**config.mk**
```make
export PLATFORM = sky130hd
export DESIGN_NAME = fifo_uart_tx
export DESIGN_NICKNAME = d
export VERILOG_FILES = /design/src/rtl/fifo_uart_tx.sv
export SDC_FILE = /design/constraint.sdc
export NUM_CORES = 1
export LEC_CHECK = 0
export CORE_AREA = 2 2 57 59
export CTS_CLUSTER_SIZE = 8
export DETAILED_ROUTE_END_ITERATION = 8
export DIE_AREA = 0 0 59 61
export GPL_TIMING_DRIVEN = 1
export PLACE_DENSITY_LB_ADDON = 0.1
export SYNTH_ARGS = -nofsm -noshare
export SYNTH_HDL_FRONTEND = slang
export SYNTH_SLANG_ARGS = --single-unit
```
**constraint.sdc**
```tcl
create_clock -name clk -period 3.45 [get_ports clk]
set_input_delay 1.035 -clock clk [delete_from_list [all_inputs] [get_ports clk]]
set_output_delay 1.035 -clock clk [all_outputs]
set_load 0.01 [all_outputs]
```
**src/rtl/fifo_uart_tx.sv**
```systemverilog
// fifo_uart_tx: pops words from a sync FIFO and shifts them out as UART frames (start, LSB-first data, stop).
// The line is driven from a register so it never glitches on state changes.
module fifo_uart_tx #(
    parameter int WIDTH   = 8,
    parameter int CLK_DIV = 104
) (
    input  logic             clk,
    input  logic             rst,
    input  logic             tx_en,
    input  logic             fifo_not_empty,
    input  logic [WIDTH-1:0] fifo_data,
    output logic             fifo_rd_en,
    output logic             tx,
    output logic             busy,
    output logic             tx_done
);
    localparam int BW = $clog2(CLK_DIV);
    localparam int NW = WIDTH > 1 ? $clog2(WIDTH) : 1;
    localparam logic [BW-1:0] BAUD_LAST = BW'(CLK_DIV - 1);
    localparam logic [NW-1:0] BIT_LAST = NW'(WIDTH - 1);
    localparam logic [2:0] IDLE = 3'd0, POP = 3'd1, LOAD = 3'd2, START = 3'd3, DATA = 3'd4, STOP = 3'd5;
    logic [2:0] state;
    logic [BW-1:0] baud;
    logic [NW-1:0] bit_cnt;
    logic [WIDTH-1:0] shift;
    logic baud_end;
    assign baud_end = baud == BAUD_LAST;
    assign fifo_rd_en = state == POP;
    assign busy = state != IDLE;
    always_ff @(posedge clk or posedge rst) begin
        if (rst) begin
            state   <= IDLE;
            baud    <= '0;
            bit_cnt <= '0;
            shift   <= '0;
            tx      <= 1'b1;
            tx_done <= 1'b0;
        end else begin
            tx_done <= 1'b0;
            baud    <= (state inside {START, DATA, STOP}) && !baud_end ? baud + 1'b1 : '0;
            case (state)
                IDLE: if (tx_en && fifo_not_empty) state <= POP;
                POP: state <= LOAD;
                // FIFO data is valid one cycle after the pop strobe
                LOAD: begin
                    shift <= fifo_data;
                    tx    <= 1'b0;
                    state <= START;
                end
                START: if (baud_end) begin
                    tx      <= shift[0];
                    bit_cnt <= '0;
                    state   <= DATA;
                end
                DATA: if (baud_end) begin
                    shift   <= shift >> 1;
                    bit_cnt <= bit_cnt + 1'b1;
                    tx      <= bit_cnt == BIT_LAST ? 1'b1 : shift[1];
                    state   <= bit_cnt == BIT_LAST ? STOP : DATA;
                end
                STOP: if (baud_end) begin
                    tx_done <= 1'b1;
                    state   <= IDLE;
                end
                default: begin
                    tx    <= 1'b1;
                    state <= IDLE;
                end
            endcase
        end
    end
endmodule

```
# --- Word level (Yosys, flattened, before mapping) ---
# Cells that the tools add are included.
op_classes:
  mux: 17
  bitwise: 1
  n_reduce_logical: 13
  n_eq_ne: 11
  add_sub_neg: 2
ops:
  columns: ["operator", "count"]
  rows:
  - ["$pmux W3 S6", 1]
  - ["$pmux W8 S2", 1]
  - ["$mux W3", 5]
  - ["$eq A3 B3 Y1 const B", 3]
  - ["$mux W8", 1]
  - ["$ne A2 B2 Y1 const B", 4]
  - ["$add A7 B1 Y7 const B", 1]
  - ["$eq A7 B7 Y1 const B", 1]
  - ["$mux W7", 1]
  - ["$eq A3 B2 Y1 const B", 2]
  - ["$mux W1", 6]
  - ["$pmux W3 S2", 1]
  - ["$reduce_and A3 Y1", 2]
  - ["$reduce_bool A3 Y1", 2]
  - ["$pmux W1 S4", 1]
  - ["$reduce_and A4 Y1", 1]
  - ["$reduce_bool A2 Y1", 2]
  - ["$add A3 B1 Y3 const B", 1]
  - ["$eq A3 B1 Y1 const B", 1]
  - ["$logic_not A3 Y1", 1]
  - ["$reduce_or A3 Y1", 1]
  - ["$logic_and A1 B1 Y1", 2]
  - ["$reduce_and A2 Y1", 1]
  - ["$logic_not A1 Y1", 1]
  - ["$not A1 Y1", 1]
totals:
  wordCells: 50
  in_bits: 12
  out_inout_bits: 4
  reg_bits: 23

# --- Longest topological paths before layout ---
# Gate-level depths: netlist of the first run.
logic_depth:
  ltp_word: 4
  mapped_depth: 6
  depth_no_buf: 5

# --- Least setup slack after synthesis of the first run ---
# Ideal clock, no wire load.
synth_timing:
  path_kind: "reg2out"
  from: "register state[0]"
  to: "output busy"
  arrival_time_ns: 0.993
  n_path_buf: 1
  stages_incl_launch_ff: 3
  setup_slack_ns: 1.422
  required_ns: 2.415
  path_cell_list: "dfrtp_1 > buf_2 > or3_1"
synth_between:
  elab_chain_cells: 1
synth_lines:
  columns: ["element", "line", "text"]
  rows:
  - ["start: declaration", "22", "logic [2:0] state;"]
  - ["start signal: assignment", "59", "state <= bit_cnt == BIT_LAST ? STOP : DATA;"]
  - ["$reduce_bool A3 Y1", "29", "assign busy = state != IDLE;"]
  - ["end: declaration", "14", "output logic busy,"]
# No other way between the ends.

# --- Final worst setup path of the first run ---
# Ends and elaborated chain as after synthesis.

==> results of run 1 <==
## stage by stage
step | hold slack (ps) | instances | instance area, um^2 | utilization
6_report | 472 | 174 | 1430 | 0.483
5_1_grt | 488 | 174 | 1430 | 0.483
4_1_cts | 477 | 174 | 1430 | 0.483
3_5_place_dp | 460 | 170 | 1400 | 0.474
3_3_place_gp | 455 | 170 | 1400 | 0.474
2_1_floorplan | 425 | 128 | 1250 | -
## cell type report
| class | instances | area [um^2] |
|---|---|---|
| Clock buffer | 4 | 26.3 |
| Fill cell | 298 | 1530 |
| Inverter | 3 | 11.3 |
| Multi-Input combinational cell | 96 | 621 |
| Sequential cell | 23 | 577 |
| Tap cell | 33 | 41.3 |
| Timing Repair Buffer | 15 | 150 |
## per-layer routing
metal | share of wire | GRT usage
met4 | 0.011 | 0.0682
met3 | 0.026 | 0.0192
met5 | 0 | 0
met1 | 0.51 | 0.203
met2 | 0.46 | 0.240
## logic make-up after synthesis
logic type                 Yosys count
and+or+nand+nor                     52
AOI/OAI and AO/OA                   35
DFF                                 23
buffers and inverters                9
xor gates and xnor gates             4
adders and majority gates            3
muxes                                2
## power by group through the flow
stage | clock network, W | registers (W) | logic (W)
detailed placement | 0 | 0.000282 | 0.0000244
global placement | 0 | 0.000282 | 0.0000238
CTS | 0.000130 | 0.000277 | 0.0000244
floorplan | 0 | 0.000282 | 0.00000950
finish | 0.000120 | 0.000277 | 0.0000237
global route | 0.000137 | 0.000278 | 0.0000272
## state kept, by name (all words and copies together), names as in the netlist
name / flops
tx: 1
baud: 7
shift: 8
tx_done: 1
bit_cnt: 3
state: 3
## synthesized netlist by cell type, drive strengths merged
cell type  count
ha             3
xor2           2
a31oi          1
dfrtp         22
o21ai          6
or2            2
a221oi         1
or3            1
o41ai          1
nand3          5
a21oi         14
mux2           1
inv            3
nand4          1
nor2          22
mux2i          1
and3           2
nor3b          1
nor3           1
o22ai          8
xnor2          2
or4b           1
dfstp          1
nand2          6
a211oi         3
buf            6
nor2b          4
nand2b         6
o32a           1
## final timing paths
path / startpoint / depth (start not counted) / to / slack (ps)
hold reg to reg: baud[0]$_DFF_PP0_ / 1 / baud[0]$_DFF_PP0_ / 470
setup reg to reg: baud[0]$_DFF_PP0_ / 5 / tx$_DFFE_PP1P_ / 1830
hold / removal: baud[0]$_DFF_PP0_ / 1 / baud[0]$_DFF_PP0_ / 470
min in group asynchronous: rst / 2 / shift[7]$_DFFE_PP0P_ / 1200
max in group asynchronous: rst / 2 / shift[5]$_DFFE_PP0P_ / 1720
setup / recovery: state[0]$_DFFE_PP0P_ / 2 / busy / 630
==> summary.md, run 1 <==
| Metric | Value |
|---|---|
| Skew-Pair Late Insertion Delay | around 300 ps |
| Synth Area in Compound Gates | 0.180 |
| Clock transition at path regs | around 120 ps |
| Core ar. | just under 0.003 mm^2 |
| Die boundary height | about 61 um |
| WL final | around 2400 um |
| Num CTS Buffers | 3 |
| CTS tree | built |
| # hold bufs at CTS | 0 |
| Gr ovfl total | 0 |
| Share of layout cells above drive strength 1 | 0.106 |
| Gr usage total | 0.150 |
| Number of buffers added on ports | 15 |
| Post-Syn Area | 0.00125 mm^2 |
| Fin Clk Skew | 1.14 ps |
| Slowest stage delay, CP | approximately 570 ps |
| Unrepaired setup endpoints after global routing | no |
| Class of the worst hold path | reg2reg |
| Slowest CP cell | dfrtp_1 |
| Placement Setup Slack | 984 ps |
| Status | finished, final reports clean |
| Post-synthesis sequential area ratio | 0.461 |
| Max IR drop VDD | around 0.11 mV |
| Main combinational cell family by area after synthesis | simple AND/OR/NAND/NOR gates |
| Post-Syn Nets | 143 |
| Clock sinks | 23 |
| Switch Pwr | 0.0000871 W |
| Post-synthesis adder-cell area fraction | 0.0300 |
| Yosys cell types | 36 |
| Pleak | just under 0.6 nW |
| Avg Inst Size Synth | between 9 and 10 um^2 |
| Num ports | 16 |
| CTS max path bufs | 2 |
| Int Power | between 0.0003 and 0.0004 W |
| Initial antenna violation count | 0 |
| Diodes inserted | 0 |
| CP delay by family, top | flip-flops |
| Largest net degree at the start of global routing | 24 |
| Routed len/inst | between 10 and 15 um |
| Vias in the first global route | roughly 900 |
| Row cnt | 20 |
| Setup Viol. Count Final | 0 |
| Hold violation count in the final report | 0 |
| CP required | 2410 ps |
| Post_cts resized | 0 |
| Routability cong. | about 0.77 |
| Most frequent cells in the layout | dfrtp_1, nor2_1, clkdlybuf4s50_1 |
| Post-CTS Setup Inserts | 0 |
| DR vias | about 930 |
| Multiplexer area fraction after synthesis | 0.0170 |
| Post-route setup TNS | 0 ps |
| Fin crit period | 2820 ps |
| Synth top area cells | dfrtp_1, nor2_1, a21oi_1 |
| Tot Pwr | roughly 0.00042 W |
| Post-Synth Simple-Gate Area | 0.241 |
| Die ar. | 0.00360 mm^2 |
| Crit path cell chain | or3_1, clkdlybuf4s50_1 |
| Most common cell after layout, fill and taps aside | dfrtp_1 |
| HPWL Detailed | around 1700 um |
| Wire length of the first global-routing pass | just over 4000 um |
| Critical path capture point type | output pin |
| Max cap viols | 0 |
| First-pass DRT Iterations | 4 |
| Drt drc | 0 |
| Antenna-violating nets left | 0 |
| Worst setup path category | reg2out |
| Gate power share | 0.056 |
| Switch share | 0.207 |
| Slew margin rel. | 0.419 |
| Buffer and inverter count on the worst path | 1 |
| Worst Setup Start Kind | register |
| Initial drt markers | 24 |
| Clock share of power | 0.285 |
| Synth top area share | 0.440 |
| Max-slew violation count | 0 |
| Area Overhead vs Synth | 14.1% |
| Max Clk Rate | 354 MHz |
| XOR/XNOR Fraction of Synth Area | 0.0280 |
| CP Data Arrival Time | between 1500 and 2000 ps |
| Pwr/cell area | 295 mW/mm^2 |
| Cell count after synthesis | 128 |
| Yosys top cell by area | dfrtp_1 |
| CP Max Fanout | 15 |
| Syn. warnings | 0 |
| Synthesized flop and latch total | 23 |
| Final period utilization | 0.818 |
| Starting density of the core | 0.423 |
| Die Wd | 59 um |
| Final WS setup | 628 ps |
| Flop pwr share | 0.658 |
| CTS root buf | clkbuf_4 |
| DR vias/cell | ~5.4 |
| Nets@finish | between 150 and 200 |
| Least-Margin Pin Slew | slightly below 900 ps |
| H-tree levels | 1 |
No activity file was read; power rests on OpenSTA's default activity.
==> run 2: changes to the inputs <==
- clock period: 3.45 -> 2.5 ns (I/O delays scaled with it)
==> run 2 against run 1 <==
Critical path depth rose by 2. Wire length rose by 2.8%. Clock skew rose by 8.6 ps. Utilization rose by 1.0 points. Non-clock buffer count rose by 4. Die area did not move. Sequential power rose by 38%. Global-route usage rose by 0.97 points. Worst hold slack got worse by 18 ps. Total power rose by 39%. Highest routed layer unchanged.
==> summary.md, run 2 (synthesized netlist as in run 1, its figures left out) <==
| Metric | Value |
|---|---|
| Setup Viol. Count Final | 0 |
| Number of buffers added on ports | 15 |
| # hold bufs at CTS | 0 |
| CP delay by family, top | buffers and inverters |
| Max Clk Rate | between 400 and 500 MHz |
| Least-Margin Pin Slew | a little under 500 ps |
| Worst setup path category | reg2out |
| Core ar. | 0.00295 mm^2 |
| Fin Clk Skew | approximately 9.7 ps |
| Pwr/cell area | between 400 and 500 mW/mm^2 |
| Skew-Pair Late Insertion Delay | between 300 and 400 ps |
| Drt drc | 0 |
| Gate power share | 0.058 |
| Regs by FF count | shift x8, baud x7 |
| CP Data Arrival Time | roughly 1600 ps |
| Routability cong. | ~0.79 |
| Tot Pwr | between 0.0005 and 0.0006 W |
| Die Wd | ~59 um |
| Clock transition at path regs | approximately 120 ps |
| Largest reg by FF count | shift |
| Most frequent cells in the layout | dfrtp_1, nor2_1, clkdlybuf4s50_1 |
| Diodes inserted | 0 |
| Gr ovfl total | 0 |
| Row cnt | 20 |
| CP Max Fanout | 14 |
| Crit path cell chain | buf_4, nand2b_1, nor2_1, clkdlybuf4s50_1 |
| CP required | ~1800 ps |
| Slowest stage delay, CP | approximately 540 ps |
| Vias in the first global route | roughly 920 |
| Slowest CP cell | clkdlybuf4s50_1 |
| Status | finished, final reports clean |
| Max IR drop VDD | 0.332 mV |
| Nets@finish | 161 |
| Max cap viols | 0 |
| First-pass DRT Iterations | 5 |
| Die boundary height | roughly 60 um |
| Initial drt markers | 36 |
| Post-route setup TNS | 0 ps |
| DR vias | around 980 |
| Switch share | 0.212 |
| Antenna-violating nets left | 0 |
| Gr usage total | 0.159 |
| Max-slew violation count | 0 |
| Int Power | 0.000462 W |
| Unrepaired setup endpoints after global routing | no |
| Share of layout cells above drive strength 1 | 0.131 |
| Num ports | 16 |
| DR vias/cell | around 5.5 |
| Flop pwr share | 0.653 |
| Layout fillers | between 200 and 300 |
| Max reg flops | 8 |
| Final period utilization | 0.951 |
| H-tree levels | 1 |
| Post-CTS Setup Inserts | 0 |
| Wire length of the first global-routing pass | ~4300 um |
| HPWL Detailed | between 1500 and 2000 um |
| Critical path capture point type | output pin |
| CTS tree | built |
| WL final | roughly 2400 um |
| Num CTS Buffers | 3 |
| Class of the worst hold path | reg2reg |
| Die ar. | ~0.0036 mm^2 |
| Clock share of power | 0.289 |
| Starting density of the core | 0.423 |
| Switch Pwr | 0.000124 W |
| Slew margin rel. | 0.668 |
| CTS root buf | clkbuf_4 |
| Buffer and inverter count on the worst path | 2 |
| Area Overhead vs Synth | 16.5% |
| Initial antenna violation count | 0 |
| CTS max path bufs | 2 |
| Post_cts resized | 0 |
| Pleak | approximately 0.6 nW |
| Fin crit period | approximately 2400 ps |
| Worst Setup Start Kind | register |
| Largest net degree at the start of global routing | 18 |
| Most common cell after layout, fill and taps aside | dfrtp_1 |
| Hold violation count in the final report | 0 |
| Clock sinks | 23 |
| Routed len/inst | approximately 14 um |
[run 2: changes by cell type in the layout (fill, tap and decap cells not counted), sizes merged]
cell and change:
buf +4
[run 2: power by group through the flow]
stage	clock network (W)	registers (W)	logic (W)
floorplan	0	0.000389	0.0000131
global placement	0	0.000389	0.0000342
detailed placement	0	0.000390	0.0000352
CTS	0.000179	0.000383	0.0000354
global route	0.000196	0.000384	0.0000388
finish	0.000169	0.000383	0.0000340
[run 2: worst paths after layout]
check	start	to	slack (ps)	cells past startpoint
max in group asynchronous	rst	baud[3]$_DFF_PP0_	1210	3
worst max register to register	baud[0]$_DFF_PP0_	bit_cnt[0]$_DFFE_PP0P_	930	5
min in group asynchronous	rst	bit_cnt[0]$_DFFE_PP0P_	750	2
worst min-delay path	baud[0]$_DFF_PP0_	baud[0]$_DFF_PP0_	450	1
worst min register to register	baud[0]$_DFF_PP0_	baud[0]$_DFF_PP0_	450	1
worst max-delay path	state[0]$_DFFE_PP0P_	fifo_rd_en	120	4
[run 2: metal layers]
metal / global-route usage / part of all wire
met4: 0.0487 / 0.0091
met2: 0.262 / 0.47
met5: 0 / 0
met3: 0.0405 / 0.052
met1: 0.207 / 0.47
[run 2: layout make-up]
| class | instances | area [um^2] | share of cell area |
|---|---|---|---|
| inverters | 3 | 11.3 | 0.00773 |
| multi-input cells | 96 | 621 | 0.426 |
| well taps | 33 | 41.3 | 0.0284 |
| repair buffers | 19 | 180 | 0.124 |
| flip-flops and latches | 23 | 577 | 0.396 |
| clock buffers | 4 | 26.3 | 0.0180 |
[run 2: metrics by stage]
stage	instance area, um^2	util	hold slack, ps	setup WS (ps)	std cells
final	1460	0.493	454	123	178
after CTS	1460	0.493	462	103	178
after detailed placement	1430	0.484	445	483	174
after floorplan	1250	-	425	757	128
after global placement	1430	0.484	438	529	174
after global routing	1460	0.493	490	7.98	178
==> run 3: changes to the inputs <==
- ABC_AREA: not set -> 0
==> results of run 3 <==
Final layout, timing and power as in run 2 (identical DEF).
